[src/rtl/key_schedule_iterative_pkg.sv]
// Shared AES-128 definitions: element types, S-box table and key-schedule helpers.
// Also holds the state encoding of the iterative key expander.
package AESDefinitions;

  localparam int unsigned NUM_ROUNDS = 10;

  typedef logic [7:0]   byte_t;
  typedef logic [31:0]  word_t;
  typedef logic [127:0] roundKey_t;
  typedef logic [127:0] key_t;

  typedef enum logic {
    IDLE,
    EXPAND
  } ks_state_t;

  localparam byte_t SBOX [256] = '{
    8'h63, 8'h7c, 8'h77, 8'h7b, 8'hf2, 8'h6b, 8'h6f, 8'hc5, 8'h30, 8'h01, 8'h67, 8'h2b, 8'hfe, 8'hd7, 8'hab, 8'h76,
    8'hca, 8'h82, 8'hc9, 8'h7d, 8'hfa, 8'h59, 8'h47, 8'hf0, 8'had, 8'hd4, 8'ha2, 8'haf, 8'h9c, 8'ha4, 8'h72, 8'hc0,
    8'hb7, 8'hfd, 8'h93, 8'h26, 8'h36, 8'h3f, 8'hf7, 8'hcc, 8'h34, 8'ha5, 8'he5, 8'hf1, 8'h71, 8'hd8, 8'h31, 8'h15,
    8'h04, 8'hc7, 8'h23, 8'hc3, 8'h18, 8'h96, 8'h05, 8'h9a, 8'h07, 8'h12, 8'h80, 8'he2, 8'heb, 8'h27, 8'hb2, 8'h75,
    8'h09, 8'h83, 8'h2c, 8'h1a, 8'h1b, 8'h6e, 8'h5a, 8'ha0, 8'h52, 8'h3b, 8'hd6, 8'hb3, 8'h29, 8'he3, 8'h2f, 8'h84,
    8'h53, 8'hd1, 8'h00, 8'hed, 8'h20, 8'hfc, 8'hb1, 8'h5b, 8'h6a, 8'hcb, 8'hbe, 8'h39, 8'h4a, 8'h4c, 8'h58, 8'hcf,
    8'hd0, 8'hef, 8'haa, 8'hfb, 8'h43, 8'h4d, 8'h33, 8'h85, 8'h45, 8'hf9, 8'h02, 8'h7f, 8'h50, 8'h3c, 8'h9f, 8'ha8,
    8'h51, 8'ha3, 8'h40, 8'h8f, 8'h92, 8'h9d, 8'h38, 8'hf5, 8'hbc, 8'hb6, 8'hda, 8'h21, 8'h10, 8'hff, 8'hf3, 8'hd2,
    8'hcd, 8'h0c, 8'h13, 8'hec, 8'h5f, 8'h97, 8'h44, 8'h17, 8'hc4, 8'ha7, 8'h7e, 8'h3d, 8'h64, 8'h5d, 8'h19, 8'h73,
    8'h60, 8'h81, 8'h4f, 8'hdc, 8'h22, 8'h2a, 8'h90, 8'h88, 8'h46, 8'hee, 8'hb8, 8'h14, 8'hde, 8'h5e, 8'h0b, 8'hdb,
    8'he0, 8'h32, 8'h3a, 8'h0a, 8'h49, 8'h06, 8'h24, 8'h5c, 8'hc2, 8'hd3, 8'hac, 8'h62, 8'h91, 8'h95, 8'he4, 8'h79,
    8'he7, 8'hc8, 8'h37, 8'h6d, 8'h8d, 8'hd5, 8'h4e, 8'ha9, 8'h6c, 8'h56, 8'hf4, 8'hea, 8'h65, 8'h7a, 8'hae, 8'h08,
    8'hba, 8'h78, 8'h25, 8'h2e, 8'h1c, 8'ha6, 8'hb4, 8'hc6, 8'he8, 8'hdd, 8'h74, 8'h1f, 8'h4b, 8'hbd, 8'h8b, 8'h8a,
    8'h70, 8'h3e, 8'hb5, 8'h66, 8'h48, 8'h03, 8'hf6, 8'h0e, 8'h61, 8'h35, 8'h57, 8'hb9, 8'h86, 8'hc1, 8'h1d, 8'h9e,
    8'he1, 8'hf8, 8'h98, 8'h11, 8'h69, 8'hd9, 8'h8e, 8'h94, 8'h9b, 8'h1e, 8'h87, 8'he9, 8'hce, 8'h55, 8'h28, 8'hdf,
    8'h8c, 8'ha1, 8'h89, 8'h0d, 8'hbf, 8'he6, 8'h42, 8'h68, 8'h41, 8'h99, 8'h2d, 8'h0f, 8'hb0, 8'h54, 8'hbb, 8'h16
  };

  function automatic word_t SubWord(input word_t w);
    return {SBOX[w[31:24]], SBOX[w[23:16]], SBOX[w[15:8]], SBOX[w[7:0]]};
  endfunction

  function automatic word_t RotWord(input word_t w);
    return {w[23:0], w[31:24]};
  endfunction

  function automatic byte_t xtime(input byte_t b);
    return {b[6:0], 1'b0} ^ (b[7] ? 8'h1b : 8'h00);
  endfunction

endpackage

[src/rtl/key_schedule_iterative_step.sv]
// One AES-128 key-schedule round: next round key from the previous one and rcon.
// Purely combinational; shared by the iterative expander and any unrolled expander.
module key_schedule_step
  import AESDefinitions::*;
(
  input  roundKey_t prev_key,
  input  byte_t     rcon,
  output roundKey_t next_key
);

  word_t w0;
  word_t w1;
  word_t w2;
  word_t w3;

  always_comb begin
    w0 = prev_key[127:96] ^ SubWord(RotWord(prev_key[31:0])) ^ {rcon, 24'h0};
    w1 = prev_key[95:64] ^ w0;
    w2 = prev_key[63:32] ^ w1;
    w3 = prev_key[31:0]  ^ w2;
  end

  assign next_key = {w0, w1, w2, w3};

endmodule

[src/rtl/key_schedule_iterative.sv]
// Sequential AES-128 key expander: one round key per clock, all 11 held in registers.
// Optional macro KEY_SCHEDULE_ZEROIZE_EN adds a synchronous zeroize input.
module key_schedule_iterative
  import AESDefinitions::*;
#(
  parameter int unsigned KEY_SIZE  = 128,
  parameter int unsigned KEY_BYTES = KEY_SIZE / 8
) (
  input  logic                        clock,
  input  logic                        reset_n,
  input  logic                        start,
  input  key_t                        key,
  output logic                        busy,
  output logic                        done,
  output logic                        keys_valid,
  output roundKey_t [0:NUM_ROUNDS]    roundKeys,
  input  logic [3:0]                  rd_idx,
  output roundKey_t                   rd_key
`ifdef KEY_SCHEDULE_ZEROIZE_EN
 ,input  logic                        zeroize
`endif
);

  if (KEY_SIZE != 128 || KEY_BYTES * 8 != KEY_SIZE) begin : g_bad_key_size
    $error("key_schedule_iterative supports only KEY_SIZE = 128");
  end

  ks_state_t                 state;
  ks_state_t                 state_next;
  logic [3:0]                counter;
  byte_t                     rcon;
  roundKey_t [0:NUM_ROUNDS]  rk;
  roundKey_t                 prev_key;
  roundKey_t                 step_key;
  logic                      zero_req;

`ifdef KEY_SCHEDULE_ZEROIZE_EN
  assign zero_req = zeroize;
`else
  assign zero_req = 1'b0;
`endif

  // counter always names the slot being written, so the source is slot counter-1
  always_comb begin
    prev_key = '0;
    for (int unsigned i = 0; i < NUM_ROUNDS; i++) begin
      if (counter == 4'(i + 1)) prev_key = rk[i];
    end
  end

  key_schedule_step u_step (
    .prev_key (prev_key),
    .rcon     (rcon),
    .next_key (step_key)
  );

  always_comb begin
    state_next = state;
    case (state)
      IDLE:    if (start) state_next = EXPAND;
      EXPAND:  if (counter == 4'(NUM_ROUNDS)) state_next = IDLE;
      default: state_next = IDLE;
    endcase
    if (zero_req) state_next = IDLE;
  end

  always_ff @(posedge clock or negedge reset_n) begin
    if (!reset_n) begin
      state <= IDLE;
    end else begin
      state <= state_next;
    end
  end

  always_ff @(posedge clock or negedge reset_n) begin
    if (!reset_n) begin
      rk         <= '0;
      counter    <= '0;
      rcon       <= 8'h01;
      done       <= 1'b0;
      keys_valid <= 1'b0;
    end else if (zero_req) begin
      rk         <= '0;
      counter    <= '0;
      rcon       <= 8'h01;
      done       <= 1'b0;
      keys_valid <= 1'b0;
    end else begin
      done <= 1'b0;
      case (state)
        IDLE: begin
          if (start) begin
            rk[0]      <= key;
            counter    <= 4'd1;
            rcon       <= 8'h01;
            keys_valid <= 1'b0;
          end
        end
        EXPAND: begin
          rk[counter] <= step_key;
          rcon        <= xtime(rcon);
          counter     <= counter + 4'd1;
          if (counter == 4'(NUM_ROUNDS)) begin
            done       <= 1'b1;
            keys_valid <= 1'b1;
          end
        end
        default: ;
      endcase
    end
  end

  always_comb begin
    rd_key = '0;
    if (rd_idx <= 4'(NUM_ROUNDS)) rd_key = rk[rd_idx];
  end

  assign roundKeys = rk;
  assign busy      = (state == EXPAND);

endmodule

[config.mk]
export PLATFORM = sky130hd
export DESIGN_NAME = key_schedule_iterative
export DESIGN_NICKNAME = d
export VERILOG_FILES = /design/src/rtl/key_schedule_iterative_pkg.sv /design/src/rtl/key_schedule_iterative_step.sv /design/src/rtl/key_schedule_iterative.sv
export SDC_FILE = /design/constraint.sdc
export NUM_CORES = 2
export LEC_CHECK = 0
export BUFFER_PORTS_ARGS = -buffer_cell sky130_fd_sc_hd__buf_2
export CAP_MARGIN = 20
export CORE_AREA = 3 3 650 652
export CTS_CLUSTER_DIAMETER = 150
export DETAILED_ROUTE_END_ITERATION = 16
export DIE_AREA = 0 0 653 655
export PLACE_DENSITY = 0.36
export SLEW_MARGIN = 0
export SYNTH_ARGS = -nofsm -noshare
export SYNTH_HDL_FRONTEND = slang
export SYNTH_SLANG_ARGS = --single-unit
[constraint.sdc]
create_clock -name clock -period 6.3 [get_ports clock]
set_input_delay 0.945 -clock clock [delete_from_list [all_inputs] [get_ports clock]]
set_output_delay 0.945 -clock clock [all_outputs]
set_load 0.02 [all_outputs]
==> flow_summary.yaml <==
place:
  postPlaceCellArea_um2: 111300
  io_buffers: 1673
  dp_slack_ns: -0.9641
  place.gp.congestion: 0.9685
  dp_hpwl_um: 615100
  dp_cells: 17350
setup_path:
  path_buf_inv: 5
  cp.required_ns: 7.00
  worst_setup_path_start_kind: "flip-flop"
  arrival_ns: 7.09
  path_cells: "buf_4, ha_4, buf_12, or2_2, o21ai_4, o21ai_1, a41o_1, buf_12, nor2_1, o21ai_0, o221a_2, a211oi_1, a31oi_2, xor2_2, xor3_1, buf_12, xnor2_2, buf_4, o21ai_0"
  reg2reg_from: "counter[1]"
  cp_slowest_cell: "nor2_1"
  critical_path_class: "flip-flop to flip-flop"
  critPathMaxFanout: 33
  crit_path_frequent_cell: "buf_12"
  cp-startpoint: "counter[1]"
  path_delay_family: "compound AO/OA/AOI/OAI gates"
  worstSetupEndpointType: "flip-flop"
  critPathMaxStageDelay_ns: 0.60
sta:
  rsz0062_at_grt: "yes"
  slew_headroom_pct: 19.60
  hold_violations: 0
  setup_viol: 12
  period_share_pct: 101.4
  hold_slack_ns: 0.08203
  finalCriticalPeriod_ns: 6.388
  finClkSkew_ns: 0.1054
  worstMarginPinSlew_ns: 1.172
  max_freq_mhz: 156.5
  slew_violations: 0
  fin_ws_ns: -0.08793
clock_network:
  cts_max_level: 4
  clk_latency_ns: 0.96
  cts_root_buf: "clkbuf_16"
  cts_buffers: 183
  clk_pin_slew_worst_paths_ns: 0.06
  cts_tree: "built"
  clock_sinks: 1423
  holdBufCountCts: 0
  clk_path_buf_depth: 4
yosys:
  ys_seq_area_share_pct: 39.97
  synth_area_per_cell_um2: 8.733
  synthArstFlopShare_pct: 100.0
  yosysMostFrequentCell: "nand2_1"
  yosysTopAreaCell: "dfrtp_1"
  synth_nets: 10400
  syn_inst: 10200
  synthesis.area_um2: 89100
  synth-seq-cells: 1423
  synth_warnings: 0
  synth_top_cell_area_share_pct: 39.94
  ys.flop_type: "dfrtp_1"
  netlist_top_cells_area: "dfrtp_1 (40%), o21ai_0 (8.2%), nand2_1 (7.2%), mux4_2 (6.5%), a21oi_1 (3.8%)"
  synth_common_cells: "nand2_1 (1704), o21ai_0 (1468), dfrtp_1 (1422)"
  synth_edf_count: 0
  ys_types: 132
finish:
  drive_above_1_share_pct: 29.97
  fin_nets: 12250
  area_delta_synth_final_pct: 32.57
  finalInstanceArea_um2: 118100
  final_cells: 17740
detailed_routing:
  routedWlPerCell_um: 45.22
  drtPass1Iterations: 9
  drt_wl_total_um: 802100
  ant_nets: 0
  viasPerCell: 5.736
  via_count: 101700
  drt_iter0_markers: 11830
  drc_errors: 0
floorplanning:
  dieArea_um2: 427700
  floorplan.core_area_um2: 416900
  pin_count: 1674
  die_w_um: 653
  rows: 237
  start_util_pct: 21.37
  die-height_um: 655
status:
  status: "complete, but fails checks"
  violations: "setup timing"
global_route:
  grt_max_degree: 153
  grt_pass1_vias: 96880
  antenna_found_initial: 114
  grt_first_pass_wirelength_um: 1034000
  grt_remaining_overflow: 0
  grt_usage_pct: 36.10
worst_hold_path:
  hp-class: "input pin to asynchronous set/reset pin"
run:
  max_cap_viol_count: 0
==> metal layers <==
| layer | part of all wire [%] | up-vias | GRT usage (%) |
|---|---|---|---|
| met5 | 0.033 | - | 0 |
| met3 | 7.2 | 1256 | 7.318 |
| met4 | 6.5 | 38 | 19.76 |
| li1 | - | 41590 | - |
| met2 | 46 | 5608 | 58.73 |
| met1 | 40 | 53260 | 44.70 |
==> path summary, 6_finish.rpt <==
path	to	slack [ns]	cells past startpoint
max	roundKeys[912]	-0.09	19
min	roundKeys[1392]	0.08	1
max reg2reg	roundKeys[912]	-0.09	19
min reg2reg	roundKeys[99]	0.51	2
max in group asynchronous	roundKeys[275]	4.59	2
min in group clock	roundKeys[1337]	0.24	3
==> flip-flops by register name, summed over array words and instances (netlist names) <==
signal and count:
counter 4, keys_valid 1, done 1, busy 1, rcon 8, roundKeys 1408
==> metrics by stage <==
stage,util [%],setup TNS [ns]
2_1_floorplan,-,0
3_3_place_gp,26.65,-141.32
3_5_place_dp,26.69,-73.44
4_1_cts,28.22,0
5_1_grt,28.32,-0.007360
6_report,28.33,-0.5000
==> cell type report <==
type,instances,area [um2]
diodes,48,120.1
inverters,60,226.5
clock buffers,275,5466
well taps,5497,6878
clock inverters,47,648.1
fillers,44670,298800
repair buffers,2774,19160
multi-input cells,7616,50000
flip-flops and latches,1423,35620
==> cells by family (layout without fill, tap and decap cells) <==
logic type | Yosys count | after routing | synth area share (%)
multiplexers | 561 | 561 | 9.939
buffers and inverters | 1165 | 3156 | 5.842
adder cells (fa/ha/maj) | 60 | 60 | 0.8425
AO/OA/AOI/OAI | 4032 | 4033 | 28.09
other | 0 | 48 | 0
flip-flops | 1423 | 1423 | 39.97
XOR/XNOR | 201 | 201 | 2.178
AND/OR/NAND/NOR | 2761 | 2761 | 13.15
==> repair_timing <==
action | CTS | global route
gates resized for setup | 21 | 51
cloned | 0 | 1
buffers inserted | 10 | 5
endpoints found under the setup margin | 285 | 272
pin swaps | 6 | 10
==> cell usage in the layout, fill, tap and decap left out, types with 29 or more instances in the layout <==
cell,Yosys,routed
a211oi_1,123,116
a21o_1,29,29
a21oi_1,672,657
a221o_1,30,30
a221oi_1,94,93
a22oi_1,243,242
a311oi_1,72,70
a31oi_1,110,106
and3_1,30,29
buf_12,0,192
buf_2,236,1668
buf_4,85,899
clkbuf_1,660,39
clkbuf_16,0,184
clkbuf_8,0,54
dfrtp_1,1422,1419
diode_2,0,48
ha_1,60,52
inv_1,42,40
mux2i_1,295,290
mux4_2,258,258
nand2_1,1704,1694
nand3_1,151,145
nand3b_1,38,38
nor2_1,485,472
nor3_1,127,124
o211ai_1,255,255
o21ai_0,1468,1465
o21ai_1,199,197
o221ai_1,44,42
o22ai_1,282,282
o311ai_0,41,39
o31ai_1,42,39
or3_1,31,30
xnor2_1,125,73
xnor2_2,15,50
xor2_1,54,34
Power is not shown: default switching activity piles up to over one toggle a cycle in this logic, so the estimate is an artifact.
